$ cat src/rtl/adder_tree_acc.sv
// adder_tree_acc: multi-lane reduction engine.
// Each accepted beat carries NUM_IN unsigned lanes. The lanes are summed by a
// pipelined binary adder tree of log2(NUM_IN) register stages. Every tree
// output is then added into a wrapping accumulator. The run length in beats
// is given with start.
// Optional feature: define ADDER_TREE_ACC_OVF_EN to add a sticky 'ovf' output
// that records a carry out of the accumulator since the last accepted start.
//
// din handshake: a beat transfers on a rising clk edge where din_valid and
// din_ready are both high. din_ready is high only in LOAD and does not depend
// on din_valid. The source may insert gaps; a gap only stalls the beat count.
module adder_tree_acc #(
   parameter int NUM_IN = 8,
   parameter int DATA_W = 16,
   parameter int LEN_W  = 8,
   parameter int ACC_W  = 32
) (
   input  logic                     clk,
   input  logic                     rst,
   input  logic                     start,
   input  logic [LEN_W-1:0]         len,
   output logic                     busy,
   input  logic                     din_valid,
   output logic                     din_ready,
   input  logic [NUM_IN*DATA_W-1:0] din,
   output logic                     done,
   output logic [ACC_W-1:0]         dout,
`ifdef ADDER_TREE_ACC_OVF_EN
   output logic                     ovf,
`endif
   output logic [1:0]               state_o
);

   localparam int L  = $clog2(NUM_IN);
   localparam int TW = DATA_W + L;

   localparam logic [1:0] IDLE  = 2'd0;
   localparam logic [1:0] LOAD  = 2'd1;
   localparam logic [1:0] DRAIN = 2'd2;
   localparam logic [1:0] DONE  = 2'd3;

   logic [1:0]       state_q, state_d;
   logic [LEN_W-1:0] rem_q, rem_d;
   logic [ACC_W-1:0] acc_q, acc_d;
   logic             accept;
   logic             last_tok;
   logic [L:0]       tok_vec;
   logic [TW-1:0]    tree_out;
   logic [ACC_W-1:0] tree_ext;

   assign accept = din_valid && (state_q == LOAD);

   // Tree levels: level 0 is the raw input, level k holds NUM_IN>>k sums
   // of DATA_W+k bits. Each pair is zero-extended by one bit before adding,
   // so no level can truncate.
   for (genvar k = 0; k <= L; k++) begin : g_lvl
      localparam int W = DATA_W + k;
      localparam int N = NUM_IN >> k;
      logic [N*W-1:0] node;
      logic           tok;

      if (k == 0) begin : g_in
         assign node = din;
         assign tok  = accept;
      end else begin : g_add
         logic [N*W-1:0] node_d;
         for (genvar j = 0; j < N; j++) begin : g_pair
            assign node_d[j*W +: W] =
               {1'b0, g_lvl[k-1].node[(2*j)*(W-1) +: W-1]} +
               {1'b0, g_lvl[k-1].node[(2*j+1)*(W-1) +: W-1]};
         end
         // Register one tree level together with its valid token.
         always_ff @(posedge clk or posedge rst) begin
            if (rst) begin
               node <= '0;
               tok  <= 1'b0;
            end else begin
               node <= node_d;
               tok  <= g_lvl[k-1].tok;
            end
         end
      end

      assign tok_vec[k] = tok;
   end

   assign tree_out = g_lvl[L].node;
   assign tree_ext = ACC_W'(tree_out);

   // In DRAIN no new tokens enter, so the token at the tree output is the
   // last one once every earlier level is empty.
   assign last_tok = tok_vec[L] && !(|tok_vec[L-1:0]);

`ifdef ADDER_TREE_ACC_OVF_EN
   logic [ACC_W:0] acc_sum;
   logic           ovf_q, ovf_d;
   assign acc_sum = {1'b0, acc_q} + {1'b0, tree_ext};
`else
   logic [ACC_W-1:0] acc_sum;
   assign acc_sum = acc_q + tree_ext;
`endif

   // Next-state logic: FSM, beat countdown and accumulator update.
   always_comb begin
      state_d = state_q;
      rem_d   = rem_q;
      acc_d   = acc_q;
`ifdef ADDER_TREE_ACC_OVF_EN
      ovf_d   = ovf_q;
      if (tok_vec[L] && acc_sum[ACC_W]) ovf_d = 1'b1;
`endif
      if (tok_vec[L]) acc_d = acc_sum[ACC_W-1:0];

      case (state_q)
         IDLE: begin
            if (start) begin
               acc_d = '0;
`ifdef ADDER_TREE_ACC_OVF_EN
               ovf_d = 1'b0;
`endif
               if (len == '0) begin
                  state_d = DONE;
               end else begin
                  rem_d   = len;
                  state_d = LOAD;
               end
            end
         end
         LOAD: begin
            if (accept) begin
               rem_d = rem_q - LEN_W'(1);
               if (rem_q == LEN_W'(1)) state_d = DRAIN;
            end
         end
         DRAIN: begin
            if (last_tok) state_d = DONE;
         end
         DONE: begin
            state_d = IDLE;
         end
         default: begin
            state_d = IDLE;
         end
      endcase
   end

   // Control and accumulator registers.
   always_ff @(posedge clk or posedge rst) begin
      if (rst) begin
         state_q <= IDLE;
         rem_q   <= '0;
         acc_q   <= '0;
`ifdef ADDER_TREE_ACC_OVF_EN
         ovf_q   <= 1'b0;
`endif
      end else begin
         state_q <= state_d;
         rem_q   <= rem_d;
         acc_q   <= acc_d;
`ifdef ADDER_TREE_ACC_OVF_EN
         ovf_q   <= ovf_d;
`endif
      end
   end

   assign busy      = (state_q != IDLE);
   assign din_ready = (state_q == LOAD);
   assign done      = (state_q == DONE);
   assign dout      = acc_q;
   assign state_o   = state_q;
`ifdef ADDER_TREE_ACC_OVF_EN
   assign ovf       = ovf_q;
`endif

endmodule

$ cat config.mk
export PLATFORM = sky130hd
export DESIGN_NAME = adder_tree_acc
export DESIGN_NICKNAME = d
export VERILOG_FILES = /design/src/rtl/adder_tree_acc.sv
export SDC_FILE = /design/constraint.sdc
export NUM_CORES = 1
export LEC_CHECK = 0
export CAP_MARGIN = 40
export CORE_AREA = 2 2 195 197
export CTS_CLUSTER_DIAMETER = 100
export CTS_CLUSTER_SIZE = 14
export DETAILED_ROUTE_END_ITERATION = 8
export DIE_AREA = 0 0 197 199
export DONT_BUFFER_PORTS = 1
export PLACE_DENSITY = 0.54
export RECOVER_POWER = 25
export SLEW_MARGIN = 20
export SYNTH_ARGS = -nofsm -noshare
export SYNTH_HDL_FRONTEND = slang
export SYNTH_SLANG_ARGS = --single-unit
$ cat constraint.sdc
create_clock -name clk -period 6.5 [get_ports clk]
set_input_delay 0 -clock clk [delete_from_list [all_inputs] [get_ports clk]]
set_output_delay 0 -clock clk [all_outputs]
set_load 0.05 [all_outputs]
==> impl_results.md <==
* Status: complete, but fails checks
* Violated checks: capacitance limit, slew limit
* Share of cells above drive strength 1 at 4.057%
* Fmax at 0.2891 GHz
* Non-filler instance count after layout at 1805
* Setup_tns at 0 ns
* Final min period at 3.458 ns
* 1st-pass router iterations at 6
* Critical Path Fanout Max at 9
* Internal reg-to-reg setup slack at 3.04 ns
* IO buf count at 0
* FP Rows at 71
* Final setup fails at 0
* Layout Utilization at 37.84%
* Yosys cell types at 56
* Syn_area_per_cell at 9.793 um2
* Synth area leaders: dfrtp_1 (38%), ha_1 (16%), xnor2_1 (6.5%)
* Tot GR Track Use at 13.81%
* Leak at 6.227 nW
* Routability cong. at 0.8220
* Ys async rst share at 100.0%
* DR DRC count at 0
* Fillers at 3651
* Setup crit end kind: register
* Worst-skew pair later-pin latency at 0.43 ns
* CP Data Required Time at 6.87 ns
* Min-delay src: din[36]
* Slew HR at -30.95%
* Die height at 199 um
* CTS root buffer: clkbuf_16
* Inst Count DP at 1592
* DR iter-0 viols at 341
* Die ar. at 39200 um2
* HPWL after DPL at 19.91 mm
* Io pins at 177
* Seq/Total Area, Yosys at 38.23%
* Main synth FF type: dfrtp_1
* Reg-to-reg critical path startpoint: state_o[0]
* First-pass GRT wire length at 43.83 mm
* Routed vias/inst at 4.901
* Critical path class: register to register
* Post-CTS setup buffer count at 0
* PD cells at 426.2 nW/um2
* NumNets Final at 1608
* Crit share post-route at 53.21%
* Global route overflow at 0
* Most area-hungry cell type in the Yosys netlist: dfrtp_1
* Core outline area at 37130 um2
* R2r endpoint: rem_q[1]
* Resize count post-CTS at 0
* Yosys warnings at 0
* Hold EP: g_lvl[1].node[22]
* TritonCTS clock tree: done
* Largest net degree at the start of global routing at 64
* Final WL at 26.57 mm
* H-tree levels at 4
* Worst-case reg-to-reg path depth at 9
* Synthesized net count at 1413
* Hold Path Depth at 3
* Unrepaired setup endpoints after global routing: no
* Worst hold path type: input port to register
* CTS Buffer Depth at 2
* Number of synthesized flops with an enable pin at 0
* Post-route ant nets at 0
* Starting Density at 29.62%
* Sink Count at 168
* Clock skew at 0.01358 ns
* Top-area cell type share of the netlist area at 38.23%
* Worst-path clk slew at 0.07 ns
* Worst VDD drop at 0.0001892 V
* Mapped Cells at 1123
* Critical path data arrival time at 3.82 ns
* Startpoint type of the worst setup path: register
* Post-Syn Area at 11000 um2
* Final instance area at 14050 um2
* Slew Limit Fails at 44
* Vias in the first global route at 9102
* Yosys reg bits at 168
* Placed cell areas at 11630 um2
* Max-cap violations at 1
* Hold Fails Final Rpt at 0
* Wirelength per Cell at 14.72 um
* Slew @ Worst Pin at 1.953 ns
* CTS buffer count at 17
* Area growth syn-to-layout at 27.75%
* Initial antenna violation count at 0
* Die span in x at 197 um
* Vias at 8847
* N_diodes at 0
critical path, cell delays in order, from the launching register on:
cell and delay [ns]:
dfrtp_1 0.59, inv_1 0.22, ha_1 0.24, inv_1 0.27, o21ai_0 0.22, a21boi_1 0.56, nand2_1 0.10, dlygate4sd3_1 0.58
o21ai_0 0.07, dlygate4sd3_1 0.56
cell usage in the layout (no fill, tap or decap), types with 4 or more instances in the layout:
master and instances:
a2111oi_0 4, a211oi_1 9, a21o_1 40, a21oi_1 105, a31oi_1 18, and2_1 4
and3_1 15, buf_4 4, clkbuf_16 17, dfrtp_1 168, dlygate4sd3_1 180, fa_1 8
ha_1 142, inv_1 45, inv_6 5, mux2i_1 12, nand2_1 75, nand2b_1 19
nand3_1 20, nand4_1 8, nor2_1 68, nor2b_1 14, nor3_1 24, nor3b_1 4
nor4_1 4, o211ai_1 16, o21a_1 23, o21ai_0 72, o21ai_1 4, o21bai_1 14
o22ai_1 9, o31ai_1 10, or3_1 5, or4_1 10, xnor2_1 82, xor2_1 27
timing repair:
| action | 4_1_cts | 5_1_grt |
|---|---|---|
| hold buffers | 180 | 0 |
| setup endpoints to repair | 0 | 0 |
| endpoints found under the hold margin | 184 | 0 |
registers in the layout, indices dropped and copies added (netlist names):
register    count
dout           32
rem_q           8
g_lvl.node    123
g_lvl.tok       3
state_o         2
how the worst max path moves through the flow:
stage	start	to	slack (ns)	depth (start not counted)
after floorplan	rst	dout[0]	1.95	1
after global placement	state_o[1]	rem_q[0]	3.24	8
after detailed placement	dout[1]	dout[31]	3.53	9
after CTS	state_o[0]	rem_q[1]	3.05	9
after global routing	state_o[0]	rem_q[1]	2.80	9
final	state_o[0]	rem_q[1]	3.04	9
per-layer routing:
layer | global-route usage (%) | up-vias | part of all wire [%]
met1 | 17.30 | 4175 | 46
met3 | 2.933 | 20 | 4.5
met2 | 24.25 | 174 | 49
li1 | - | 4478 | -
met5 | 0 | - | 0
met4 | 3.286 | 0 | 1.2
area by class of cell:
cell class / count / area [um2] / area share [%]
tap: 474 / 593.1 / 4.221
timing repair buffer: 189 / 1924 / 13.70
multi-input combinational: 896 / 6564 / 46.72
inverter: 46 / 173.9 / 1.238
clock inverter: 14 / 151.4 / 1.078
clock buffer: 18 / 439.2 / 3.126
sequential: 168 / 4204 / 29.92
cell usage after synthesis, types with 12 or more instances:
master      n
a21o_1     40
a21oi_1   105
a31oi_1    18
and3_1     15
dfrtp_1   168
ha_1      142
inv_1      46
mux2i_1    12
nand2_1    75
nand2b_1   19
nand3_1    20
nor2_1     68
nor2b_1    14
nor3_1     24
o211ai_1   16
o21a_1     23
o21ai_0    72
o21bai_1   14
xnor2_1    82
xor2_1     27
kinds of logic (layout without fill, tap and decap cells):
family | after synthesis | in the layout | share of synthesized area (%)
AO/OA/AOI/OAI | 345 | 345 | 19.67
XOR/XNOR | 109 | 109 | 8.680
adder cells (fa/ha/maj) | 150 | 150 | 17.61
buffers and inverters | 59 | 267 | 2.093
flip-flops | 168 | 168 | 38.23
multiplexers | 12 | 12 | 1.092
AND/OR/NAND/NOR | 280 | 280 | 12.63
where the power goes:
part | switching (mW) | internal, mW
clock | 0.472 | 0.524
sequential | 0.487 | 1.42
combinational | 1.69 | 1.40
total | 2.65 | 3.34
metrics by stage:
step | hold WS, ns | setup slack [ns] | power [mW]
detailed placement | -0.09881 | 3.527 | 4.857
global placement | 0.1464 | 3.241 | 4.768
floorplan | 0.1270 | 1.953 | 4.174
CTS | 0.007129 | 3.053 | 6.047
finish | 0.01407 | 3.042 | 5.989
global route | 0.02927 | 2.805 | 6.540
Note: power is estimated with default switching activity, not from simulation.
